--- src/rtl/sic4_multicycle_core.sv ---
// Multi-cycle SIC-4 core: PC/IR/alu_q/mdr datapath sequenced by an FSM, req/ack memories.
// Define SIC4_SIGNED_IMM_EN to sign-extend the 2-bit immediate (default: zero-extend).
module sic4_multicycle_core #(
  parameter int unsigned DATA_W = 8,
  parameter int unsigned PC_W   = 8
) (
  input  logic              clk,
  input  logic              rst,
  input  logic              run,
  output logic              imem_req,
  output logic [PC_W-1:0]   imem_addr,
  input  logic              imem_ack,
  input  logic [7:0]        imem_data,
  output logic              dmem_req,
  output logic              dmem_we,
  output logic [DATA_W-1:0] dmem_addr,
  output logic [DATA_W-1:0] dmem_wdata,
  input  logic              dmem_ack,
  input  logic [DATA_W-1:0] dmem_rdata,
  output logic              retire,
  output logic [PC_W-1:0]   pc,
  output logic [DATA_W-1:0] rs_data,
  output logic [DATA_W-1:0] rt_data
);

  localparam int unsigned IR_W  = 8;
  localparam int unsigned NREGS = 4;

  typedef enum logic [1:0] {S_FETCH, S_EXEC, S_MEM, S_WB} state_t;

  state_t            state, state_nxt;
  logic [IR_W-1:0]   ir;
  logic [DATA_W-1:0] alu_q, mdr, alu_c, imm_c;
  logic [DATA_W-1:0] regs [NREGS];
  logic [1:0]        op, rtd, rs, fun;
  logic              ir_ld, alu_ld, mdr_ld, wb_en;

  assign op  = ir[7:6];
  assign rtd = ir[5:4];
  assign rs  = ir[3:2];
  assign fun = ir[1:0];

`ifdef SIC4_SIGNED_IMM_EN
  assign imm_c = {{(DATA_W-2){fun[1]}}, fun};
`else
  assign imm_c = DATA_W'(fun);
`endif

  assign rs_data    = regs[rs];
  assign rt_data    = regs[rtd];
  assign imem_addr  = pc;
  assign dmem_addr  = alu_q;
  assign dmem_wdata = rt_data;

  // State register
  always_ff @(posedge clk or posedge rst) begin
    if (rst) state <= S_FETCH;
    else     state <= state_nxt;
  end

  // Next state and handshake/strobe decode; rst gates imem_req so it drops immediately
  always_comb begin
    state_nxt = state;
    imem_req  = 1'b0;
    dmem_req  = 1'b0;
    dmem_we   = 1'b0;
    retire    = 1'b0;
    ir_ld     = 1'b0;
    alu_ld    = 1'b0;
    mdr_ld    = 1'b0;
    wb_en     = 1'b0;
    unique case (state)
      S_FETCH: begin
        if (run && !rst) begin
          imem_req = 1'b1;
          if (imem_ack) begin
            ir_ld     = 1'b1;
            state_nxt = S_EXEC;
          end
        end
      end
      S_EXEC: begin
        alu_ld    = 1'b1;
        state_nxt = op[1] ? S_MEM : S_WB;
      end
      S_MEM: begin
        dmem_req = 1'b1;
        dmem_we  = op[0];
        if (dmem_ack) begin
          mdr_ld    = !op[0];
          state_nxt = S_WB;
        end
      end
      S_WB: begin
        retire    = 1'b1;
        wb_en     = 1'b1;
        state_nxt = S_FETCH;
      end
      default: state_nxt = S_FETCH;
    endcase
  end

  // ALU: R-type functions, otherwise rs + imm (addi and effective address)
  always_comb begin
    alu_c = rs_data + imm_c;
    if (op == 2'b00) begin
      unique case (fun)
        2'b00: alu_c = rs_data + rt_data;
        2'b01: alu_c = rs_data - rt_data;
        2'b10: alu_c = rs_data & rt_data;
        2'b11: alu_c = rs_data | rt_data;
        default: alu_c = rs_data + rt_data;
      endcase
    end
  end

  // Datapath registers and register file
  always_ff @(posedge clk or posedge rst) begin
    if (rst) begin
      pc    <= '0;
      ir    <= '0;
      alu_q <= '0;
      mdr   <= '0;
      for (int i = 0; i < NREGS; i++) regs[i] <= '0;
    end else begin
      if (ir_ld)  ir    <= imem_data;
      if (alu_ld) alu_q <= alu_c;
      if (mdr_ld) mdr   <= dmem_rdata;
      if (wb_en) begin
        if (op != 2'b11) regs[rtd] <= (op == 2'b10) ? mdr : alu_q;
        pc <= pc + PC_W'(1);
      end
    end
  end

endmodule

--- config.mk ---
export PLATFORM = sky130hd
export DESIGN_NAME = sic4_multicycle_core
export DESIGN_NICKNAME = d
export VERILOG_FILES = /design/src/rtl/sic4_multicycle_core.sv
export SDC_FILE = /design/constraint.sdc
export NUM_CORES = 1
export LEC_CHECK = 0
export ABC_AREA = 1
export BUFFER_PORTS_ARGS = -buffer_cell sky130_fd_sc_hd__buf_4
export CAP_MARGIN = 20
export CORE_UTILIZATION = 61
export CTS_CLUSTER_DIAMETER = 60
export CTS_CLUSTER_SIZE = 30
export DETAILED_ROUTE_END_ITERATION = 8
export PLACE_DENSITY = 0.95
export SETUP_SLACK_MARGIN = 0.02
export SYNTH_ARGS = -nofsm -noshare
export SYNTH_HDL_FRONTEND = slang
export SYNTH_SLANG_ARGS = --single-unit
--- constraint.sdc ---
create_clock -name clk -period 5.1 [get_ports clk]
set_input_delay 1.02 -clock clk [delete_from_list [all_inputs] [get_ports clk]]
set_output_delay 1.02 -clock clk [all_outputs]
set_load 0.03 [all_outputs]
# Yosys cells after proc, flatten, opt, wreduce, memory -nomap -nowiden
# Index checks and enable logic that the tools add are counted.
# Widths: inputs -> output; s select.
# totals
elab_cells	68
regBits	66
output_inout_bits	52
in_bits	21
# op_classes
mux	28
eq_ne	11
magnitude_cmp	3
addsub	4
n_reduce_logical	9
n_bitwise	4
# op_table
op	count
$mux 8	7
$bmux 8 s2	2
$bwmux 32	1
$pmux 8 s4	1
$demux 8 s2	1
$mux 1	12
$eq 2x2->1 const B	5
$add 8x1->8 const B	1
$add 8x2->8	1
$add 8x8->8	1
$and 8x8->8	1
$ne 2x2->1 const B	4
$or 8x8->8	1
$pmux 2 s4	1
$sub 8x8->8	1
$ge 3x3->1 const B	2
$logic_not 2->1	3
$mux 2	3
$not 2->3	2
$eq 2x1->1 const B	2
$lt 3x1->1 const B	1
$reduce_and 3->1	1
$logic_and 1x1->1	2
$logic_not 1->1	2
$reduce_and 2->1	1

# Longest topological paths before layout
# Gate-level depths: netlist (run 1).
# depth
ltp_word	7
depth_mapped	22

# Worst setup path before layout (run 1)
# No wires, ideal clock.
# synth_timing
path_kind	input to output
start	in rst
end	out imem_req
t_required_ns	4.080
arrival_time_ns	3.059
stages	3
setup_slack_ns	1.021
n_path_buf	0
cell_sequence	inv_1 nand2_1 nor2_1
# synth_between
elab_chain_cells	4
# synth_rtl
element	line_no	text
start, declared	8	input logic rst,
$logic_not 1->1 (no source line)	-	
$logic_and 1x1->1	74	if (run && !rst) begin
$mux 1	74	
$mux 1	72	unique case (state)
end, declared	10	output logic imem_req,
# No other way between the ends.

# Worst setup path in the final report (run 1)
# layout_timing
start	reg ir[4]
end	reg alu_q[7] (netlist: dmem_addr[7])
# layout_between
elab_chain_cells	7
word_cells_on_any_way	10
classes_between	add/sub (2); mux (5); bitwise (3)
# layout_rtl
element	line_no	text
start, declared	32	logic [IR_W-1:0] ir;
start signal, assigned	126	if (ir_ld) ir <= imem_data;
$not 2->3 (not written as such) *	50	assign rt_data = regs[rtd];
$bmux 8 s2 *	50	
$mux 8 (not written as such) * (2 in series)	50	
$sub 8x8->8 (tied with other cells)	109	2'b01: alu_c = rs_data - rt_data;
$pmux 8 s4 *	107	unique case (fun)
$mux 8 *	106	if (op == 2'b00) begin
end signal, assigned	127	if (alu_ld) alu_q <= alu_c;
end, declared	33	logic [DATA_W-1:0] alu_q, mdr, alu_c, imm_c;
# Mark *: on every way between the ends. The rest lies on a longest branch, timed or not. The select of a mux whose other input is x is not followed.
# A chain may end at the register's enable or synchronous reset.

==> results_tabular.tex, run 1 <==
\begin{tabular}{lr}
\hline
Metric & Value \\
\hline
\multicolumn{2}{l}{\textbf{Outcome}} \\
\quad Result of the run & complete, no violations \\
\multicolumn{2}{l}{\textbf{Floorplanning}} \\
\quad Die outline area & 7430 µm² \\
\quad Chip Width & between 80 and 90 µm \\
\quad Number of primary I/O pins & 73 \\
\quad Die Span Y & 86.2 µm \\
\quad Core outline area & 6830 µm² \\
\quad Starting density of the core & 0.633 \\
\quad Row count & 30 \\
\multicolumn{2}{l}{\textbf{Critical path}} \\
\quad Critical path capture point type & flip-flop \\
\quad Cell repeated most along the worst path & sky130\_fd\_sc\_hd\_\_nand2\_1 \\
\quad Standard cell with the maximum stage delay on the critical path & sky130\_fd\_sc\_hd\_\_dfrtp\_1 \\
\quad Required time reported for the critical path endpoint & 5.38 ns \\
\quad Crit Path Category & reg -> reg \\
\quad Arrival @ worst endpoint & 3.75 ns \\
\quad Type of element launching the critical path & flip-flop \\
\quad Cells along the critical path & inv\_2 -> nand3\_1 -> nand2\_1 -> nor2\_4 -> ha\_1 -> nand2\_1 -> o21ai\_0 -> o21ai\_0 -> xnor2\_1 -> ha\_1 -> a21oi\_1 -> o31ai\_1 -> a21oi\_1 -> inv\_1 -> nand2\_1 -> nand3\_1 -> nand2\_1 -> nand2\_1 -> a21oi\_2 \\
\quad Crit-path max cell delay & 0.79 ns \\
\quad Peak fanout along the critical path & 21 \\
\multicolumn{2}{l}{\textbf{Placed design}} \\
\quad Hpwl dp & around 8500 µm \\
\quad Post-Place Worst Slack & 1.72 ns \\
\quad Port Buffers & 72 \\
\quad Cell Area, Placed & 4790 µm² \\
\quad Final weighted congestion in routability-driven placement & between 0.9 and 1 \\
\multicolumn{2}{l}{\textbf{Logic synthesis}} \\
\quad Share of cell area taken by muxes after synthesis & 0.0495 \\
\quad Register bit total from synthesis & 66 \\
\quad Proportion of synthesized chip area in sequential cells & 0.382 \\
\quad Area share of and/or/nand/nor cells after synthesis & 0.234 \\
\quad Share of synthesized registers carrying an async set or reset & 1.00 \\
\quad Largest family of logic cells by synthesized area & simple AND/OR/NAND/NOR gates \\
\quad Synth Warn \# & 0 \\
\quad Syn Area/Cell & $\sim$8 µm² \\
\quad Adder-cell area share of the yosys netlist & 0.0584 \\
\quad Total standard cell area after synthesis & around 4300 µm² \\
\quad Post-synthesis xor/xnor area fraction & 0.0324 \\
\quad Compound-gate portion of the synthesized area & 0.139 \\
\quad Main flop type after synthesis & sky130\_fd\_sc\_hd\_\_dfrtp\_1 \\
\quad Net count of the mapped netlist & 593 \\
\quad Number of enable flip-flop cells after synthesis & 0 \\
\quad Gate count after technology mapping & 553 \\
\quad Post-synthesis cell type count & 36 \\
\multicolumn{2}{l}{\textbf{Finish}} \\
\quad Design area & about 5000 µm² \\
\quad Footprint of the multi-input gates & between 2000 and 2500 µm² \\
\quad \# nets final & around 650 \\
\quad Layout cell share with drive strength beyond 1 & 0.221 \\
\quad Number of fill cells in the layout & 529 \\
\quad Storage cell area & 1650 µm² \\
\quad N\_diodes & 0 \\
\quad Area Overhead vs Synth & 15.3\% \\
\multicolumn{2}{l}{\textbf{Clock network}} \\
\quad Clock sink total & 66 \\
\quad Total of cells resized after clock tree synthesis & 0 \\
\quad Count of hold-fix buffers inserted at cts & 0 \\
\quad Number of levels the H-tree was split into & 3 \\
\quad Number of buffers inserted by post-CTS setup repair & 0 \\
\quad Clock transition at the register clock pins on the worst setup and hold paths after CTS & 0.08 ns \\
\quad Deepest clock path buffer count & 2 \\
\quad TritonCTS clock tree & yes \\
\quad Clk Tree Root Cell & sky130\_fd\_sc\_hd\_\_clkbuf\_8 \\
\quad Num CTS Buffers & 9 \\
\quad Clock Latency Late Sink & $\sim$0.34 ns \\
\multicolumn{2}{l}{\textbf{GRT}} \\
\quad Maximum number of pins on one net before global-route repair & 67 \\
\quad First-pass GRT wire length & 18700 µm \\
\quad Total congestion overflow after global routing & 0 \\
\quad Vias in the first global route & 3889 \\
\quad Antenna violations before repair & 0 \\
\quad Global routing usage summed across all routing layers & 0.329 \\
\multicolumn{2}{l}{\textbf{STA}} \\
\quad Unrepaired setup endpoints after global routing & false \\
\quad Crit share post-route & 0.681 \\
\quad Final hold violation count & 0 \\
\quad Final Max Slew Viols & 0 \\
\quad Post-Route Setup TNS & 0 ns \\
\quad Final worst setup slack & roughly 1.6 ns \\
\quad Final count of negative-setup-slack endpoints & 0 \\
\quad Final setup skew & 0.0112 ns \\
\quad Peak clock frequency supported by timing & 0.288 GHz \\
\quad Tmin final & 3.47 ns \\
\quad Actual transition at the worst max-transition pin & 1.01 ns \\
\quad Worst slew margin relative to its limit & 0.321 \\
\multicolumn{2}{l}{\textbf{Route}} \\
\quad Pre-antenna DRT Iters & 5 \\
\quad Vias per Instance & 5.73 \\
\quad Average detailed-routed wire length per instance & approximately 16 µm \\
\quad Post-detailed-route count of antenna-violating nets & 0 \\
\quad DR iter-0 viols & between 300 and 400 \\
\quad Post-Route WL & 11500 µm \\
\quad Vias after detailed routing & 4058 \\
\quad Residual DRC count & 0 \\
\multicolumn{2}{l}{\textbf{Run}} \\
\quad Count of max-cap constraint violations & 0 \\
\multicolumn{2}{l}{\textbf{Worst hold path}} \\
\quad Worst min path class & reg -> reg \\
\hline
\end{tabular}
## synth_stat cells, types with 2 or more instances
master                     count  area [µm²]
sky130_fd_sc_hd__nand2_1     125         469
sky130_fd_sc_hd__dfrtp_1      66        1650
sky130_fd_sc_hd__nor2_1       57         214
sky130_fd_sc_hd__inv_1        52         195
sky130_fd_sc_hd__a21oi_1      38         190
sky130_fd_sc_hd__o21ai_0      33         165
sky130_fd_sc_hd__nand3_1      30         150
sky130_fd_sc_hd__buf_4        20         150
sky130_fd_sc_hd__mux2_2       19         214
sky130_fd_sc_hd__a31oi_1      17         106
sky130_fd_sc_hd__ha_1         17         213
sky130_fd_sc_hd__xor2_1       10        87.6
sky130_fd_sc_hd__xnor2_1       6        52.6
sky130_fd_sc_hd__clkbuf_1      5        18.8
sky130_fd_sc_hd__inv_2         5        18.8
sky130_fd_sc_hd__nor2_2        5        31.3
sky130_fd_sc_hd__buf_2         4        20.0
sky130_fd_sc_hd__buf_6         4        45.0
sky130_fd_sc_hd__nand2_2       4        25.0
sky130_fd_sc_hd__nor3_1        4        20.0
sky130_fd_sc_hd__o21ai_1       4        20.0
sky130_fd_sc_hd__o22ai_1       4        25.0
sky130_fd_sc_hd__nand3b_1      3        22.5
sky130_fd_sc_hd__nor2_4        3        33.8
sky130_fd_sc_hd__a21oi_2       2        17.5
sky130_fd_sc_hd__a32oi_1       2        17.5
sky130_fd_sc_hd__clkinv_1      2        7.51
sky130_fd_sc_hd__fa_1          2        40.0
sky130_fd_sc_hd__nand3_2       2        20.0
sky130_fd_sc_hd__nand4_1       2        12.5
## flip-flops by register name (all words and copies together) (netlist names)
register,flops
dmem_addr,8
imem_addr,8
ir,8
mdr,8
regs,32
state,2
## kinds of logic after synthesis
kind of cell / count (synthesis)
flip-flops: 66
AO/OA/AOI/OAI: 105
multiplexers: 19
buffers and inverters: 92
AND/OR/NAND/NOR: 236
XOR/XNOR: 16
adder cells (fa/ha/maj): 19
## metrics by stage
step | cells | util | hold WS (ns)
after CTS | 707 | 0.729 | 0.506
after floorplan | 553 | - | 0.475
after global placement | 692 | 0.701 | 0.487
after global routing | 708 | 0.730 | 0.527
after detailed placement | 692 | 0.701 | 0.490
final | 708 | 0.730 | 0.502
## cells in the final DEF, fill, tap and decap left out, types with 2 or more instances in the layout
cell / synthesis / routed
sky130_fd_sc_hd__nor2_1: 57 / 57
sky130_fd_sc_hd__o21ai_1: 4 / 4
sky130_fd_sc_hd__a31oi_1: 17 / 17
sky130_fd_sc_hd__nand4_1: 2 / 2
sky130_fd_sc_hd__xnor2_1: 6 / 6
sky130_fd_sc_hd__nand3_1: 30 / 30
sky130_fd_sc_hd__buf_4: 20 / 77
sky130_fd_sc_hd__nand3_2: 2 / 2
sky130_fd_sc_hd__clkinv_1: 2 / 2
sky130_fd_sc_hd__a21oi_2: 2 / 2
sky130_fd_sc_hd__inv_1: 52 / 51
sky130_fd_sc_hd__nand2_2: 4 / 4
sky130_fd_sc_hd__nor3_1: 4 / 3
sky130_fd_sc_hd__a21oi_1: 38 / 38
sky130_fd_sc_hd__clkbuf_8: 0 / 10
sky130_fd_sc_hd__ha_1: 17 / 17
sky130_fd_sc_hd__a32oi_1: 2 / 2
sky130_fd_sc_hd__o22ai_1: 4 / 4
sky130_fd_sc_hd__fa_1: 2 / 2
sky130_fd_sc_hd__xor2_1: 10 / 10
sky130_fd_sc_hd__mux2_2: 19 / 19
sky130_fd_sc_hd__inv_2: 5 / 6
sky130_fd_sc_hd__nor2_4: 3 / 3
sky130_fd_sc_hd__o21ai_0: 33 / 33
sky130_fd_sc_hd__nand3b_1: 3 / 3
sky130_fd_sc_hd__nand2_1: 125 / 125
sky130_fd_sc_hd__nor2_2: 5 / 5
sky130_fd_sc_hd__dfrtp_1: 66 / 66
## path summary, 6_finish.rpt
kind	start	endpoint	slack, ns	cells after the start
min	imem_addr[7]$_DFFE_PP0P_	imem_addr[7]$_DFFE_PP0P_	0.50	1
max	ir[4]$_DFFE_PP0P_	dmem_addr[7]$_DFFE_PP0N_	1.63	19
min in group asynchronous	rst	mdr[5]$_DFFE_PP0P_	0.97	3
max in group asynchronous	rst	dmem_addr[4]$_DFFE_PP0N_	3.59	3
min reg2reg	imem_addr[7]$_DFFE_PP0P_	imem_addr[7]$_DFFE_PP0P_	0.50	1
max reg2reg	ir[4]$_DFFE_PP0P_	dmem_addr[7]$_DFFE_PP0N_	1.63	19
## critical path: cells and delay by family (launching register included)
family / cells / cell delay, ns
compound gates: 6 / 0.98
xor+xnor: 1 / 0.16
fa+ha+maj: 2 / 0.51
buf+inv: 2 / 0.28
flops: 1 / 0.79
simple gates: 8 / 0.67
## layer usage
metal,track usage,share of wire,vias to the layer above
met5,0,0,-
met4,0.135,0.032,0
met3,0.0371,0.068,34
met2,0.546,0.48,217
met1,0.442,0.42,1903
li1,-,-,1904
## final cells by class
| cell class | count | share of cell area |
|---|---|---|
| clock buffers | 11 | 0.0284 |
| repair buffers | 77 | 0.116 |
| multi-input cells | 395 | 0.446 |
| inverters | 59 | 0.0444 |
| well taps | 96 | 0.0241 |
| clock inverters | 4 | 0.0103 |
| flip-flops and latches | 66 | 0.331 |
Power of run 1 is left out: the tool's default activity adds up to more than one toggle a clock period on the data nets, which glitch-free logic cannot reach.
==> inputs of run 2 (changes only) <==
ABC_AREA = 0   (was 1)
CORE_UTILIZATION = 51   (was 61)
PLACE_DENSITY = 0.88   (was 0.95)
clock period = 2.8 ns   (was 5.1 ns; I/O delays follow)
==> results_tabular.tex, run 2 <==
\begin{tabular}{lr}
\hline
Metric & Value \\
\hline
\multicolumn{2}{l}{\textbf{Finish}} \\
\quad Largest register by flop count & regs \\
\quad N\_diodes & 0 \\
\quad Flip-flop count of the largest register after layout & 32 \\
\quad Storage cell area & 1650 µm² \\
\quad Number of fill cells in the layout & 502 \\
\quad Most common library cell in the layout ignoring fill and taps & sky130\_fd\_sc\_hd\_\_buf\_4 \\
\quad Footprint of the multi-input gates & 2220 µm² \\
\quad Layout cell share with drive strength beyond 1 & 0.419 \\
\quad Area Overhead vs Synth & 32.7\% \\
\quad \# nets final & 548 \\
\quad Commonest non-fill, non-tap cells in the layout & sky130\_fd\_sc\_hd\_\_buf\_4 (135), sky130\_fd\_sc\_hd\_\_dfrtp\_1 (65), sky130\_fd\_sc\_hd\_\_nand2\_1 (45) \\
\quad Design area & 5390 µm² \\
\multicolumn{2}{l}{\textbf{Critical path}} \\
\quad Required time reported for the critical path endpoint & 3.08 ns \\
\quad Arrival @ worst endpoint & 3.60 ns \\
\quad Critical path capture point type & flip-flop \\
\quad Peak fanout along the critical path & 4 \\
\quad Crit Path Category & reg -> reg \\
\quad Type of element launching the critical path & flip-flop \\
\multicolumn{2}{l}{\textbf{Clock network}} \\
\quad Clk Tree Root Cell & sky130\_fd\_sc\_hd\_\_clkbuf\_8 \\
\quad Deepest clock path buffer count & 2 \\
\quad Clock Latency Late Sink & 0.35 ns \\
\quad Num CTS Buffers & 9 \\
\quad Clock sink total & between 60 and 70 \\
\quad TritonCTS clock tree & yes \\
\quad Number of levels the H-tree was split into & 3 \\
\quad Clock transition at the register clock pins on the worst setup and hold paths after CTS & 0.08 ns \\
\multicolumn{2}{l}{\textbf{Floorplanning}} \\
\quad Starting density of the core & 0.526 \\
\quad Number of primary I/O pins & 73 \\
\quad Chip Width & roughly 91 µm \\
\quad Die outline area & 8330 µm² \\
\quad Core outline area & 7730 µm² \\
\quad Die Span Y & 91.3 µm \\
\quad Row count & 32 \\
\multicolumn{2}{l}{\textbf{Worst hold path}} \\
\quad Worst min path class & in -> reg \\
\multicolumn{2}{l}{\textbf{Logic synthesis}} \\
\quad Top cell type by total area after synthesis & sky130\_fd\_sc\_hd\_\_dfrtp\_1 \\
\quad Net count of the mapped netlist & about 430 \\
\quad Largest family of logic cells by synthesized area & multiplexers \\
\quad Share of synthesized registers carrying an async set or reset & 1.00 \\
\quad Compound-gate portion of the synthesized area & 0.114 \\
\quad Total standard cell area after synthesis & 4060 µm² \\
\quad Most repeated cell in the gate-level netlist after synthesis & sky130\_fd\_sc\_hd\_\_dfrtp\_1 \\
\quad Area share of the leading cell type in the synthesized netlist & 0.407 \\
\quad Post-synthesis xor/xnor area fraction & 0.0573 \\
\quad Number of enable flip-flop cells after synthesis & 0 \\
\quad Top area cells in the synthesized netlist & sky130\_fd\_sc\_hd\_\_dfrtp\_1 (41\%), sky130\_fd\_sc\_hd\_\_mux4\_2 (8.3\%), sky130\_fd\_sc\_hd\_\_mux2\_2 (5.3\%), sky130\_fd\_sc\_hd\_\_ha\_1 (5.2\%), sky130\_fd\_sc\_hd\_\_nand2\_1 (4.2\%) \\
\quad Gate count after technology mapping & 389 \\
\quad Area share of and/or/nand/nor cells after synthesis & 0.112 \\
\quad Post-synthesis cell type count & 47 \\
\quad Syn Area/Cell & 10.4 µm² \\
\quad Adder-cell area share of the yosys netlist & 0.0745 \\
\quad Register bit total from synthesis & 66 \\
\quad Most frequent cells after synthesis & sky130\_fd\_sc\_hd\_\_dfrtp\_1 (66), sky130\_fd\_sc\_hd\_\_nand2\_1 (45), sky130\_fd\_sc\_hd\_\_o21ai\_0 (32), sky130\_fd\_sc\_hd\_\_nor2\_1 (25) \\
\quad Main flop type after synthesis & sky130\_fd\_sc\_hd\_\_dfrtp\_1 \\
\quad Synth Warn \# & 0 \\
\quad Proportion of synthesized chip area in sequential cells & 0.407 \\
\quad Share of cell area taken by muxes after synthesis & 0.171 \\
\multicolumn{2}{l}{\textbf{GRT}} \\
\quad Met2 Use GR & 0.477 \\
\quad Antenna violations before repair & 0 \\
\quad Global routing usage summed across all routing layers & 0.288 \\
\quad Met1 layer usage reported by global route & 0.350 \\
\quad Maximum number of pins on one net before global-route repair & 67 \\
\quad Fraction of met3 tracks used by global routing & 0.0670 \\
\quad Total congestion overflow after global routing & 0 \\
\quad First-pass GRT wire length & 18200 µm \\
\quad Vias in the first global route & roughly 3.6k \\
\quad Most Used Layer, Global Route & met2 \\
\multicolumn{2}{l}{\textbf{Route}} \\
\quad Post-detailed-route count of antenna-violating nets & 0 \\
\quad Residual DRC count & 0 \\
\quad Vias per Instance & 5.87 \\
\quad Average detailed-routed wire length per instance & 19.0 µm \\
\quad Post-Route WL & between 10000 and 15000 µm \\
\quad Vias after detailed routing & roughly 3.6k \\
\quad DR iter-0 viols & 286 \\
\quad Pre-antenna DRT Iters & 5 \\
\multicolumn{2}{l}{\textbf{STA}} \\
\quad Unrepaired setup endpoints after global routing & true \\
\quad Crit share post-route & 1.19 \\
\quad Worst slew margin relative to its limit & 0.441 \\
\quad Actual transition at the worst max-transition pin & 0.837 ns \\
\quad Post-Route Setup TNS & -1.52 ns \\
\quad Final count of negative-setup-slack endpoints & 5 \\
\quad Peak clock frequency supported by timing & 0.300 GHz \\
\quad Final worst setup slack & -0.528 ns \\
\quad Final Max Slew Viols & 0 \\
\quad Final hold violation count & 0 \\
\quad Final setup skew & 0.0116 ns \\
\quad Tmin final & 3.33 ns \\
\multicolumn{2}{l}{\textbf{Outcome}} \\
\quad Result of the run & finished with violations \\
\quad Violated checks & setup timing \\
\multicolumn{2}{l}{\textbf{Placed design}} \\
\quad Cell Area, Placed & roughly 5000 µm² \\
\quad Final weighted congestion in routability-driven placement & 0.960 \\
\quad Port Buffers & 72 \\
\quad Hpwl dp & 8280 µm \\
\multicolumn{2}{l}{\textbf{Run}} \\
\quad Count of max-cap constraint violations & 0 \\
\hline
\end{tabular}
run 2: kinds of logic (layout without fill, tap and decap cells):
group / count (synthesis) / after routing
AND/OR/NAND/NOR: 100 / 100
AO/OA/AOI/OAI: 77 / 77
flip-flops: 66 / 66
buffers and inverters: 51 / 175
multiplexers: 46 / 46
XOR/XNOR: 25 / 25
adder cells (fa/ha/maj): 24 / 24
run 2: layer usage:
metal	routed length, µm	vias to the layer above
li1	-	1591
met1	4550	1758
met2	5770	200
met3	823	62
met4	559	0
met5	0	-
run 2: metrics by stage:
stage,instances,hold slack [ns],setup slack (ns),util
5_1_grt,615,0.433,-0.607,0.698
3_3_place_gp,593,0.479,-0.446,0.652
2_1_floorplan,389,0.461,-0.565,-
3_5_place_dp,593,0.489,-0.563,0.652
4_1_cts,613,0.433,-0.442,0.692
6_report,615,0.438,-0.528,0.698
run 2: critical path: stages, from the launching register on:
cell and delay (ns):
sky130_fd_sc_hd__dfrtp_2 0.44, sky130_fd_sc_hd__buf_8 0.13, sky130_fd_sc_hd__mux4_2 0.51, sky130_fd_sc_hd__or2_4 0.29, sky130_fd_sc_hd__buf_6 0.12, sky130_fd_sc_hd__nor3_4 0.17, sky130_fd_sc_hd__a21oi_2 0.08, sky130_fd_sc_hd__xnor2_1 0.23
sky130_fd_sc_hd__ha_1 0.30, sky130_fd_sc_hd__o21ai_2 0.09, sky130_fd_sc_hd__nand2b_1 0.10, sky130_fd_sc_hd__o31ai_2 0.09, sky130_fd_sc_hd__xor2_1 0.24, sky130_fd_sc_hd__mux2_4 0.33, sky130_fd_sc_hd__o221ai_2 0.12
run 2: area by class of cell:
type	count	area share
timing repair buffer	139	0.197
tap	102	0.0237
clock inverter	6	0.0209
sequential	66	0.307
multi-input combinational	272	0.412
inverter	20	0.0146
clock buffer	10	0.0255
run 2: path summary, 6_finish.rpt:
check | slack, ns | start | cells past startpoint | endpoint
worst max-delay path | -0.53 | ir[4]$_DFFE_PP0P_ | 14 | dmem_addr[7]$_DFFE_PP0N_
worst min-delay path | 0.44 | dmem_rdata[1] | 2 | mdr[1]$_DFFE_PP0P_
worst max register to register | -0.53 | ir[4]$_DFFE_PP0P_ | 14 | dmem_addr[7]$_DFFE_PP0N_
worst min register to register | 0.50 | imem_addr[7]$_DFFE_PP0P_ | 1 | imem_addr[7]$_DFFE_PP0P_
max in group asynchronous | 1.71 | rst | 3 | ir[4]$_DFFE_PP0P_
min in group asynchronous | 0.49 | rst | 3 | state[0]$_DFFE_PP0P_
run 2: what timing repair did:
| item | in CTS | in global routing |
|---|---|---|
| setup endpoints to repair | 6 | 6 |
| pin swaps | 15 | 16 |
| hold buffers | 0 | 0 |
| buffers inserted | 4 | 2 |
| resized for setup | 12 | 8 |
Power of run 2 is left out for the same reason.
==> inputs of run 3 (changes only) <==
CTS_CLUSTER_SIZE = not set   (was 30)
PLACE_DENSITY = 0.77   (was 0.88)
==> results_tabular.tex, run 3 (same netlist as run 2, synthesis figures left out) <==
\begin{tabular}{lr}
\hline
Metric & Value \\
\hline
\multicolumn{2}{l}{\textbf{Clock network}} \\
\quad Count of hold-fix buffers inserted at cts & 0 \\
\quad Clock sink total & 66 \\
\quad Deepest clock path buffer count & 2 \\
\quad Clock transition at the register clock pins on the worst setup and hold paths after CTS & roughly 0.08 ns \\
\quad Clock Latency Late Sink & 0.35 ns \\
\quad Clk Tree Root Cell & sky130\_fd\_sc\_hd\_\_clkbuf\_8 \\
\quad TritonCTS clock tree & yes \\
\quad Num CTS Buffers & 9 \\
\quad Number of levels the H-tree was split into & 3 \\
\multicolumn{2}{l}{\textbf{Critical path}} \\
\quad Arrival @ worst endpoint & 3.52 ns \\
\quad Crit-path max cell delay & 0.54 ns \\
\quad Crit Path Category & reg -> reg \\
\quad Type of element launching the critical path & flip-flop \\
\quad Standard cell with the maximum stage delay on the critical path & sky130\_fd\_sc\_hd\_\_mux4\_2 \\
\quad Cell repeated most along the worst path & sky130\_fd\_sc\_hd\_\_nor2\_1 \\
\quad Required time reported for the critical path endpoint & 3.06 ns \\
\quad Critical path capture point type & flip-flop \\
\quad Peak fanout along the critical path & 3 \\
\quad Cells along the critical path & mux4\_2 -> or2\_1 -> nor2\_1 -> nor2\_1 -> xnor2\_1 -> ha\_1 -> a21oi\_1 -> o211ai\_1 -> o31ai\_2 -> xor2\_1 -> mux2\_4 -> o221ai\_2 \\
\multicolumn{2}{l}{\textbf{Finish}} \\
\quad Number of fill cells in the layout & 555 \\
\quad Area Overhead vs Synth & 32.1\% \\
\quad Layout cell share with drive strength beyond 1 & 0.425 \\
\quad Flip-flop count of the largest register after layout & 32 \\
\quad N\_diodes & 0 \\
\quad Largest register by flop count & regs \\
\quad Commonest non-fill, non-tap cells in the layout & sky130\_fd\_sc\_hd\_\_buf\_4 (136), sky130\_fd\_sc\_hd\_\_dfrtp\_1 (65), sky130\_fd\_sc\_hd\_\_nand2\_1 (45) \\
\quad Most common library cell in the layout ignoring fill and taps & sky130\_fd\_sc\_hd\_\_buf\_4 \\
\quad Utilization of the core after routing & 0.694 \\
\quad \# nets final & 548 \\
\multicolumn{2}{l}{\textbf{STA}} \\
\quad Tmin final & 3.26 ns \\
\quad Actual transition at the worst max-transition pin & 0.829 ns \\
\quad Final hold violation count & 0 \\
\quad Unrepaired setup endpoints after global routing & true \\
\quad Worst slew margin relative to its limit & 0.447 \\
\quad Final setup skew & 0.0105 ns \\
\quad Final count of negative-setup-slack endpoints & 5 \\
\quad Final Max Slew Viols & 0 \\
\quad Final worst setup slack & -0.457 ns \\
\quad Crit share post-route & 1.16 \\
\quad Peak clock frequency supported by timing & 0.307 GHz \\
\multicolumn{2}{l}{\textbf{Outcome}} \\
\quad Violated checks & setup timing \\
\quad Result of the run & finished with violations \\
\multicolumn{2}{l}{\textbf{GRT}} \\
\quad Maximum number of pins on one net before global-route repair & 67 \\
\quad Antenna violations before repair & 0 \\
\quad Global routing usage summed across all routing layers & 0.265 \\
\quad First-pass GRT wire length & 16800 µm \\
\quad Total congestion overflow after global routing & 0 \\
\quad Vias in the first global route & 3448 \\
\multicolumn{2}{l}{\textbf{Worst hold path}} \\
\quad Worst min path class & in -> reg \\
\multicolumn{2}{l}{\textbf{Floorplanning}} \\
\quad Row count & 32 \\
\quad Die Span Y & 91.3 µm \\
\quad Chip Width & approximately 91 µm \\
\quad Core outline area & between 7000 and 8000 µm² \\
\quad Die outline area & between 8000 and 9000 µm² \\
\quad Starting density of the core & 0.526 \\
\quad Number of primary I/O pins & 73 \\
\multicolumn{2}{l}{\textbf{Route}} \\
\quad Vias after detailed routing & 3423 \\
\quad DR iter-0 viols & 207 \\
\quad Pre-antenna DRT Iters & 6 \\
\quad Post-detailed-route count of antenna-violating nets & 0 \\
\quad Vias per Instance & 5.57 \\
\quad Average detailed-routed wire length per instance & 17.1 µm \\
\quad Post-Route WL & 10500 µm \\
\quad Residual DRC count & 0 \\
\multicolumn{2}{l}{\textbf{Run}} \\
\quad Count of max-cap constraint violations & 0 \\
\multicolumn{2}{l}{\textbf{Placed design}} \\
\quad Port Buffers & 72 \\
\quad Hpwl dp & around 7700 µm \\
\quad Final weighted congestion in routability-driven placement & 0.891 \\
\hline
\end{tabular}
==> run 3: per-stage QoR <==
step / hold slack, ns / instances / TNS [ns] / setup slack (ns) / instance area (µm²)
after global routing: 0.431 / 615 / -1.97 / -0.590 / 5370
final: 0.441 / 615 / -1.22 / -0.457 / 5370
after detailed placement: 0.490 / 591 / -1.05 / -0.488 / 5020
after floorplan: 0.461 / 389 / -1.00 / -0.565 / 4100
after CTS: 0.428 / 613 / -0.897 / -0.402 / 5310
after global placement: 0.477 / 591 / -0.820 / -0.387 / 5020
==> run 3: repair_timing <==
action | CTS | global route
pin swaps | 19 | 3
setup endpoints to repair | 5 | 6
buffers inserted | 9 | 2
gates resized for setup | 13 | 8
==> run 3: routing by layer <==
layer,global-route usage,share of wire,up-vias
met5,0,0,-
met4,0.157,0.042,0
met3,0.0394,0.049,35
met2,0.423,0.49,122
met1,0.343,0.41,1671
li1,-,-,1595
==> run 3: final cells by class <==
cell class	count	area [µm²]	area share
clock buffer	9	124	0.0231
tap	102	128	0.0238
clock inverter	7	76.3	0.0142
inverter	20	78.8	0.0147
multi-input combinational	272	2250	0.420
sequential	66	1650	0.308
timing repair buffer	139	1050	0.197
==> run 3: path summary, 6_finish.rpt <==
path / cells past startpoint / startpoint / slack (ns) / to
max in group asynchronous: 3 / rst / 1.70 / ir[4]$_DFFE_PP0P_
max: 12 / ir[4]$_DFFE_PP0P_ / -0.46 / dmem_addr[7]$_DFFE_PP0N_
min reg2reg: 2 / regs[20]$_DFFE_PP0P_ / 0.51 / regs[20]$_DFFE_PP0P_
max reg2reg: 12 / ir[4]$_DFFE_PP0P_ / -0.46 / dmem_addr[7]$_DFFE_PP0N_
min in group asynchronous: 3 / rst / 0.47 / dmem_addr[1]$_DFFE_PP0N_
min: 2 / dmem_rdata[2] / 0.44 / mdr[2]$_DFFE_PP0P_
==> run 3: worst max-delay path: cells and delay by family, from the launching register on <==
family / cells / cell delay, ns
muxes: 2 / 0.86
adders and majority gates: 1 / 0.34
DFF: 1 / 0.41
xor gates and xnor gates: 2 / 0.40
and+or+nand+nor: 3 / 0.44
AOI/OAI and AO/OA: 4 / 0.70
Power of run 3 is left out for the same reason.
